File: config.mk
export PLATFORM = sky130hd
export DESIGN_NAME = regfile_scoreboard_flat
export DESIGN_NICKNAME = d
export VERILOG_FILES = /design/src/rtl/regfile_scoreboard_if.sv /design/src/rtl/regfile_scoreboard.sv /design/src/flat_wrapper.sv
export SDC_FILE = /design/constraint.sdc
export NUM_CORES = 2
export LEC_CHECK = 0
export BUFFER_PORTS_ARGS = -buffer_cell sky130_fd_sc_hd__clkbuf_2
export CORE_MARGIN = 4
export CORE_UTILIZATION = 48
export DETAILED_ROUTE_END_ITERATION = 7
export PLACE_DENSITY_LB_ADDON = 0.08
export SLEW_MARGIN = 0
export SYNTH_ARGS = -nofsm -noshare
export SYNTH_HDL_FRONTEND = slang
export SYNTH_SLANG_ARGS = --single-unit
File: constraint.sdc
create_clock -name clock -period 5.2 [get_ports clock]
set_input_delay 1.56 -clock clock [delete_from_list [all_inputs] [get_ports clock]]
set_output_delay 1.56 -clock clock [all_outputs]
set_load 0.02 [all_outputs]
File: src/rtl/regfile_scoreboard_if.sv
// Bus bundle for regfile_scoreboard: two write ports, busy-set issue port, two read ports.
// The master drives writes/reads (datapath); the slave is the register file.
interface regfile_scoreboard_if #(
    parameter int DATA_WIDTH = 32,
    parameter int ADDR_WIDTH = 5
);
    logic                  ctrl_writeEnable;
    logic [ADDR_WIDTH-1:0] ctrl_writeReg;
    logic [DATA_WIDTH-1:0] data_writeReg;
    logic                  ctrl_writeEnable1;
    logic [ADDR_WIDTH-1:0] ctrl_writeReg1;
    logic [DATA_WIDTH-1:0] data_writeReg1;
    logic                  ctrl_busySet;
    logic [ADDR_WIDTH-1:0] ctrl_busyReg;
    logic [ADDR_WIDTH-1:0] ctrl_readRegA;
    logic [ADDR_WIDTH-1:0] ctrl_readRegB;
    logic [DATA_WIDTH-1:0] data_readRegA;
    logic [DATA_WIDTH-1:0] data_readRegB;
    logic                  busy_readRegA;
    logic                  busy_readRegB;
    logic                  stall;

    modport master (
        output ctrl_writeEnable, ctrl_writeReg, data_writeReg,
        output ctrl_writeEnable1, ctrl_writeReg1, data_writeReg1,
        output ctrl_busySet, ctrl_busyReg,
        output ctrl_readRegA, ctrl_readRegB,
        input  data_readRegA, data_readRegB, busy_readRegA, busy_readRegB, stall
    );

    modport slave (
        input  ctrl_writeEnable, ctrl_writeReg, data_writeReg,
        input  ctrl_writeEnable1, ctrl_writeReg1, data_writeReg1,
        input  ctrl_busySet, ctrl_busyReg,
        input  ctrl_readRegA, ctrl_readRegB,
        output data_readRegA, data_readRegB, busy_readRegA, busy_readRegB, stall
    );
endinterface

File: src/rtl/regfile_scoreboard.sv
// 2-read / 2-write register file with per-register busy scoreboard and optional
// write-to-read forwarding. Port 0 = ALU writeback, port 1 = long-latency writeback.
module regfile_scoreboard #(
    parameter int DATA_WIDTH = 32,
    parameter int ADDR_WIDTH = 5,
    parameter bit BYPASS     = 1'b1
) (
    input  logic                clock,
    input  logic                ctrl_reset_n,
    regfile_scoreboard_if.slave rf
);
    localparam int NUM_REGS = 2 ** ADDR_WIDTH;

    typedef logic [ADDR_WIDTH-1:0] addr_t;
    typedef logic [DATA_WIDTH-1:0] data_t;

    // Register 0 is hardwired to zero, so storage starts at index 1.
    data_t               regs_q [1:NUM_REGS-1];
    data_t               regs_d [1:NUM_REGS-1];
    logic [NUM_REGS-1:1] busy_q;
    logic [NUM_REGS-1:1] busy_d;

    logic we0;
    logic we1;
    logic bset;

    assign we0  = rf.ctrl_writeEnable  && (rf.ctrl_writeReg  != '0);
    assign we1  = rf.ctrl_writeEnable1 && (rf.ctrl_writeReg1 != '0);
    assign bset = rf.ctrl_busySet      && (rf.ctrl_busyReg   != '0);

    // Port 0 is applied after port 1 so the younger ALU result wins a collision;
    // busy set is applied after the port-1 clear so a new issue survives completion.
    always_comb begin
        // NOTE: full defaults before the per-register updates keep this purely combinational (no latches).
        regs_d = regs_q;
        busy_d = busy_q;
        for (int i = 1; i < NUM_REGS; i++) begin
            if (we1 && (rf.ctrl_writeReg1 == addr_t'(i))) begin
                regs_d[i] = rf.data_writeReg1;
                busy_d[i] = 1'b0;
            end
            if (we0 && (rf.ctrl_writeReg == addr_t'(i))) begin
                regs_d[i] = rf.data_writeReg;
            end
            if (bset && (rf.ctrl_busyReg == addr_t'(i))) begin
                busy_d[i] = 1'b1;
            end
        end
    end

    always_ff @(posedge clock or negedge ctrl_reset_n) begin
        if (!ctrl_reset_n) begin
            // NOTE: the storage array is reset because software may read any register right after reset.
            for (int i = 1; i < NUM_REGS; i++) begin
                regs_q[i] <= '0;
            end
            busy_q <= '0;
        end else begin
            regs_q <= regs_d;
            busy_q <= busy_d;
        end
    end

    addr_t raddr [2];
    data_t rdata [2];
    logic  rbusy [2];

    assign raddr[0] = rf.ctrl_readRegA;
    assign raddr[1] = rf.ctrl_readRegB;

    // Forwarding is suppressed while in reset so outputs read zero regardless of write inputs.
    always_comb begin
        for (int p = 0; p < 2; p++) begin
            rdata[p] = '0;
            rbusy[p] = 1'b0;
            if (raddr[p] != '0) begin
                rdata[p] = regs_q[raddr[p]];
                rbusy[p] = busy_q[raddr[p]];
                if (BYPASS && ctrl_reset_n) begin
                    if (we0 && (rf.ctrl_writeReg == raddr[p])) begin
                        rdata[p] = rf.data_writeReg;
                    end else if (we1 && (rf.ctrl_writeReg1 == raddr[p])) begin
                        rdata[p] = rf.data_writeReg1;
                    end
                    if (we1 && (rf.ctrl_writeReg1 == raddr[p])) begin
                        rbusy[p] = 1'b0;
                    end
                end
            end
        end
    end

    assign rf.data_readRegA = rdata[0];
    assign rf.data_readRegB = rdata[1];
    assign rf.busy_readRegA = rbusy[0];
    assign rf.busy_readRegB = rbusy[1];
    assign rf.stall         = rbusy[0] | rbusy[1];
endmodule

File: src/flat_wrapper.sv
// flat-port wrapper written by rule: the top's interface ports become plain ports
module regfile_scoreboard_flat 
#(
    parameter int DATA_WIDTH = 32,
    parameter int ADDR_WIDTH = 5,
    parameter bit BYPASS     = 1'b1
)
  (clock, ctrl_reset_n, rf_ctrl_writeEnable, rf_ctrl_writeReg, rf_data_writeReg, rf_ctrl_writeEnable1, rf_ctrl_writeReg1, rf_data_writeReg1, rf_ctrl_busySet, rf_ctrl_busyReg, rf_ctrl_readRegA, rf_ctrl_readRegB, rf_data_readRegA, rf_data_readRegB, rf_busy_readRegA, rf_busy_readRegB, rf_stall);
  regfile_scoreboard_if #(.DATA_WIDTH(DATA_WIDTH), .ADDR_WIDTH(ADDR_WIDTH)) rf_i ();
  input  logic clock;
  input  logic ctrl_reset_n;
  input wire logic [$bits(rf_i.ctrl_writeEnable)-1:0] rf_ctrl_writeEnable;
  input wire logic [$bits(rf_i.ctrl_writeReg)-1:0] rf_ctrl_writeReg;
  input wire logic [$bits(rf_i.data_writeReg)-1:0] rf_data_writeReg;
  input wire logic [$bits(rf_i.ctrl_writeEnable1)-1:0] rf_ctrl_writeEnable1;
  input wire logic [$bits(rf_i.ctrl_writeReg1)-1:0] rf_ctrl_writeReg1;
  input wire logic [$bits(rf_i.data_writeReg1)-1:0] rf_data_writeReg1;
  input wire logic [$bits(rf_i.ctrl_busySet)-1:0] rf_ctrl_busySet;
  input wire logic [$bits(rf_i.ctrl_busyReg)-1:0] rf_ctrl_busyReg;
  input wire logic [$bits(rf_i.ctrl_readRegA)-1:0] rf_ctrl_readRegA;
  input wire logic [$bits(rf_i.ctrl_readRegB)-1:0] rf_ctrl_readRegB;
  output wire logic [$bits(rf_i.data_readRegA)-1:0] rf_data_readRegA;
  output wire logic [$bits(rf_i.data_readRegB)-1:0] rf_data_readRegB;
  output wire logic [$bits(rf_i.busy_readRegA)-1:0] rf_busy_readRegA;
  output wire logic [$bits(rf_i.busy_readRegB)-1:0] rf_busy_readRegB;
  output wire logic [$bits(rf_i.stall)-1:0] rf_stall;
  assign rf_i.ctrl_writeEnable = rf_ctrl_writeEnable;
  assign rf_i.ctrl_writeReg = rf_ctrl_writeReg;
  assign rf_i.data_writeReg = rf_data_writeReg;
  assign rf_i.ctrl_writeEnable1 = rf_ctrl_writeEnable1;
  assign rf_i.ctrl_writeReg1 = rf_ctrl_writeReg1;
  assign rf_i.data_writeReg1 = rf_data_writeReg1;
  assign rf_i.ctrl_busySet = rf_ctrl_busySet;
  assign rf_i.ctrl_busyReg = rf_ctrl_busyReg;
  assign rf_i.ctrl_readRegA = rf_ctrl_readRegA;
  assign rf_i.ctrl_readRegB = rf_ctrl_readRegB;
  assign rf_data_readRegA = rf_i.data_readRegA;
  assign rf_data_readRegB = rf_i.data_readRegB;
  assign rf_busy_readRegA = rf_i.busy_readRegA;
  assign rf_busy_readRegB = rf_i.busy_readRegB;
  assign rf_stall = rf_i.stall;
  regfile_scoreboard #(.DATA_WIDTH(DATA_WIDTH), .ADDR_WIDTH(ADDR_WIDTH), .BYPASS(BYPASS)) u_core (.clock(clock), .ctrl_reset_n(ctrl_reset_n), .rf(rf_i));
endmodule
* Word level (Yosys, flattened, before mapping)
Cells that the tools add are included.
Cells by class: $add $sub $neg 0, $mul 0, divide/modulo/power cells 0, magnitude comparators 4, equality and inequality tests 97, shift-type cells 0, mux-type cells 148, bitwise operators 3, reductions and logical operators 167
Operators by type and width (number):
- $mux 32 | 74
- $bmux 32 s5 | 2
- $eq 5x5->1 const B | 48
- $reduce_bool 2->1 | 62
- $eq 5x4->1 const B | 24
- $logic_and 1x1->1 | 100
- $mux 1 | 70
- $eq 5x3->1 const B | 12
- $eq 5x2->1 const B | 6
- $reduce_bool 5->1 | 5
- $eq 5x5->1 | 4
- $eq 5x1->1 const B | 3
- $ge 6x6->1 const B | 2
- $lt 5x6->1 const B | 2
- $not 5->6 | 2
- $bmux 1 s5 | 2
- $or 1x1->1 | 1
Word-level totals: register bits 1023, latch bits 0, RAM bits 0, memory bits (read-only) 0, input port bits 94, output and inout port bits 67, word-level logic and storage cells 481, memories kept 0

* Logic depth before layout (Yosys ltp)
word-level depth 8, gate-level depth with buffers 10, gate-level depth less buffers 5

* Worst setup path after synthesis
Ideal clock, no wire load.
path kind in2out, start point in rf_ctrl_readRegA[0], end point out rf_data_readRegA[31], data arrival time 3452 ps, data required time 3640 ps, path slack 188 ps, stages on the path 9, path buffers 4, cells stage by stage buf_2 buf_6 buf_4 buf_4 inv_1 nor3_1 nor4_1 or4_1 o221ai_1
Between the ends: word-level cells in the longest chain between the ends 8, elaborated cells between the ends (all ways) 13, those cells by class 2 x eq/ne; 7 x mux; 1 x bitwise; 3 x reduce/logical
RTL lines:
- start: declaration | RTL line flat_wrapper.sv:20 | input wire logic [$bits(rf_i.ctrl_readRegA)-1:0] rf_ctrl_readRegA;
- $not 5->6 (not written as such) | RTL line regfile_scoreboard.sv:77 | rdata[p] = regs_q[raddr[p]];
- $bmux 32 s5 | RTL line regfile_scoreboard.sv:77
- $mux 32 (not written as such) (2 in a row) | RTL line regfile_scoreboard.sv:77
- $mux 32 | RTL line regfile_scoreboard.sv:82 | end else if (we1 && (rf.ctrl_writeReg1 == raddr[p])) begin
- $mux 32 | RTL line regfile_scoreboard.sv:80 | if (we0 && (rf.ctrl_writeReg == raddr[p])) begin
- $mux 32 | RTL line regfile_scoreboard.sv:79 | if (BYPASS && ctrl_reset_n) begin
- $mux 32 (*) | RTL line regfile_scoreboard.sv:76 | if (raddr[p] != '0) begin
- end: declaration | RTL line flat_wrapper.sv:22 | output wire logic [$bits(rf_i.data_readRegA)-1:0] rf_data_readRegA;
Every way passes the cells marked *; elsewhere a longest branch is shown, timed or not. The select of a mux whose other input is x is not followed.

* Worst setup path after layout
start point in rf_ctrl_writeReg[1], end point out rf_data_readRegA[24]
Between the ends: word-level cells in the longest chain between the ends 6, elaborated cells between the ends (all ways) 7, those cells by class 1 x eq/ne; 3 x mux; 3 x reduce/logical
RTL lines:
- start: declaration | RTL line flat_wrapper.sv:13 | input wire logic [$bits(rf_i.ctrl_writeReg)-1:0] rf_ctrl_writeReg;
- $reduce_bool 5->1 | RTL line regfile_scoreboard.sv:27 | assign we0 = rf.ctrl_writeEnable && (rf.ctrl_writeReg != '0);
- $logic_and 1x1->1 | RTL line regfile_scoreboard.sv:27
- $logic_and 1x1->1 (*) | RTL line regfile_scoreboard.sv:80
- $mux 32 (*) | RTL line regfile_scoreboard.sv:80
- $mux 32 (*) | RTL line regfile_scoreboard.sv:79
- $mux 32 (*) | RTL line regfile_scoreboard.sv:76
Every way passes the cells marked *; elsewhere a longest branch is shown, timed or not.

==> flow_summary_export.csv <==
group,metric,value,unit
outcome,status,"finished with violations",
outcome,violations,"setup timing",
setup_path,crit_required,3.64,ns
place,place_ws,-0.5111,ns
power,ir_drop,0.0003551,V
route,drcViolationCount,0,
setup_path,crit_type,"in2out",
synthesis,synth-async-reset-ratio,100.0,%
synthesis,synth.avg_cell_area,10.02,um^2
route,avgRoutedWirePerCell,36.17,um
synthesis,synth_area,66190,um^2
cells_and_area,final_util,58.51,%
synthesis,synth_top_area_share,38.67,%
route,dr.pass1.iters,8,
synthesis,synth_cell_types,57,
cells_and_area,final_nets,6790,
power,powerDensity,361.0,nW/um^2
route,drt_iter0_drc,8643,
setup_path,crit_path_end_kind,"output port",
synthesis,syn_inst,6606,
timing,layout_setup_ws,-0.1700,ns
cells_and_area,synthToLayoutAreaGrowth,20.34,%
power,p_leak,34.90,nW
synthesis,synth_largest_area_cell,"dfrtp_1",
clock_tree,cts_root_buf,"clkbuf_16",
global_routing,antenna_found_initial,12,
floorplanning,dieArea,143900,um^2
timing,whs,0.5136,ns
floorplanning,start_util,48.62,%
synthesis,synth_seq_cells,1023,
timing,finClkSkew,0,ns
place,gp_congestion,0.9341,
hold_path,hold_class,"reg2reg",
place,port_buffers,160,
clock_tree,path_clk_slew,0.06,ns
floorplanning,io_pins,161,
timing,worstMarginPinSlew,1.221,ns
clock_tree,htreeDepth,3,
global_routing,grt_pass1_vias,56280,
clock_tree,clock_sinks,1023,
route,ant_nets,0,
clock_tree,cts_inserted_buffers,119,
synthesis,synth_simple_gate_area_share,8.504,%
synthesis,synth-edff-count,0,
global_routing,grt.overflow.total,0,
synthesis,synth_top_family_by_area,"multiplexers",
synthesis,synth_mux_area_share,31.45,%
setup_path,critPathLaunchType,"primary input",
place,post-dp-hpwl,186.0,mm
floorplanning,core-area,136100,um^2
route,totalWireLength,310.6,mm
synthesis,synth_seq_area_share,38.67,%
global_routing,grt_pass1_wl,432.6,mm
cells_and_area,final_layout_size_suffix_gt1_share,23.86,%
clock_tree,clk_path_buf_depth,3,
floorplanning,die_width,379.4,um
synthesis,yosysWarnings,0,
synthesis,synth_area_leaders,"dfrtp_1 (39%), mux2i_1 (20%), mux4_2 (9.5%)",
timing,rsz0062_at_grt,"true",
synthesis,synth_nets,6700,
timing,fmax,186.2,MHz
setup_path,critPathArrivalTime,3.81,ns
cells_and_area,fin_area,79660,um^2
place,placed_area,71990,um^2
timing,maxSlewViolCount,0,
synthesis,synth_xor_area_share,0.2646,%
setup_path,path_max_fanout,5,
synthesis,ys.flop_type,"dfrtp_1",
timing,fin_crit_sh,103.3,%
clock_tree,cts_tree,"yes",
timing,setup_viol_count_final,56,
global_routing,grt_max_degree,159,
clock_tree,clock_latency,0.75,ns
synthesis,synth_compound_area_share,15.72,%
floorplanning,rows,135,
synthesis,synth_fa_ha_area_share,0,%
route,vias_per_cell,6.987,
cells_and_area,fillers,11580,
timing,hold_viol,0,
global_routing,grt_use_total,42.04,%
power,power,28.75,mW
timing,fin_crit,5.370,ns
job,drv_cap,0,
timing,max-slew-margin-rel,18.62,%
route,vias,60010,
floorplanning,fp.dieH,379.4,um
layout by cell type (no fill, tap or decap), types with 22 or more instances in the layout:
cell and n:
nand2_4 24, o21ai_0 405, buf_4 414, clkbuf_1 40, a32oi_1 44, a22oi_1 30
clkbuf_8 37, nor2_1 641, o211a_1 50, nor2b_1 68, o22ai_1 63, buf_12 154
o221ai_1 98, a221oi_1 51, mux2i_1 1336, o22a_1 33, mux2_2 100, a21oi_1 647
clkbuf_2 87, nand4_1 38, buf_8 35, buf_6 78, nand2_1 409, dfrtp_1 1023
o211ai_1 35, nor2_4 22, o31a_1 50, mux4_2 280, clkbuf_16 130
layer usage:
metal	wire length (um)	up-vias	global-route usage (%)	share of wire, %
li1	-	24550	-	-
met2	127300	4455	58.60	41
met5	32	-	0	0.010
met4	21870	6	25.34	7.0
met1	119500	29890	56.73	38
met3	41860	1101	13.81	13
state kept, by name, indices dropped and copies added (netlist names):
name	cells
u_core.regs_q	992
u_core.busy_q	31
critical path, stage by stage:
cell,delay [ns]
buf_8,0.10
or4_4,0.55
o211ai_4,0.23
buf_6,0.15
or3_4,0.21
buf_12,0.21
buf_12,0.14
o2111ai_4,0.18
o211ai_4,0.20
buf_6,0.15
buf_6,0.10
report_power, final:
group	internal [mW]	switching [mW]	total [mW]
logic	4.18	4.04	8.22
registers	10.1	1.81	11.9
clock network	4.91	3.71	8.62
total	19.2	9.56	28.8
cell type report:
cell class                 instances  area [um^2]  area share, %
antenna                            9        22.52        0.02827
clock buffer                     189         3552          4.459
clock inverter                    34        364.1         0.4571
inverter                          15        60.06        0.07540
multi-input combinational       4727        38810          48.73
sequential                      1023        25600          32.14
tap                             1781         2228          2.798
timing repair buffer             810         9016          11.32
timing repair:
action,in CTS,in global routing
gates cloned,10,10
resized for setup,265,216
hold buffers,0,0
pin swaps,56,75
setup buffers,34,65
hold endpoints to repair,0,0
endpoints found under the setup margin,67,66
kinds of logic (layout without fill, tap and decap cells):
kind of cell,Yosys count,count (layout)
buffers and inverters,857,1048
XOR/XNOR,20,20
AO/OA/AOI/OAI,1646,1646
flip-flops,1023,1023
AND/OR/NAND/NOR,1343,1344
multiplexers,1717,1717
other,0,9
final timing paths:
check                                     from                    to  cells after the start  slack [ns]
min reg2reg                  u_core.busy_q[24]     u_core.busy_q[24]                      2        0.51
max in group asynchronous         ctrl_reset_n    u_core.regs_q[939]                      4        2.08
min                          u_core.busy_q[24]     u_core.busy_q[24]                      2        0.51
max reg2reg                 u_core.regs_q[257]    u_core.regs_q[257]                      2        4.35
min in group asynchronous         ctrl_reset_n    u_core.regs_q[450]                      2        0.79
max                        rf_ctrl_writeReg[1]  rf_data_readRegA[24]                     11       -0.17
cell usage after synthesis (all sizes together) (2+ instances only):
cell     number
and3b         2
clkbuf      592
mux4        280
xnor2         6
a22oi        30
o21ai       405
a22o          7
o221a         3
nor3b         4
o211ai       66
or3           5
nor3         14
nand2b       23
nand3        45
o22a         33
a211oi        2
a21oi       649
o31a         50
nand2       438
mux2        100
a32oi        64
o2111ai      29
nor2b        72
buf         250
mux2i      1337
o311ai        2
nor2        662
o211a        50
o32a          7
and2          5
o221ai      117
xor2         14
and3         14
o22ai        65
nand3b        8
nand4        38
a221oi       63
inv          15
or2           4
nor4          3
or4           3
dfrtp      1023
through the flow:
step	std cells	TNS, ns
detailed placement	8242	-14.43
finish	8588	-4.759
CTS	8509	-3.114
floorplan	6606	0
global route	8582	-5.171
global placement	8242	-14.72
(Power assumes the default switching activity.)
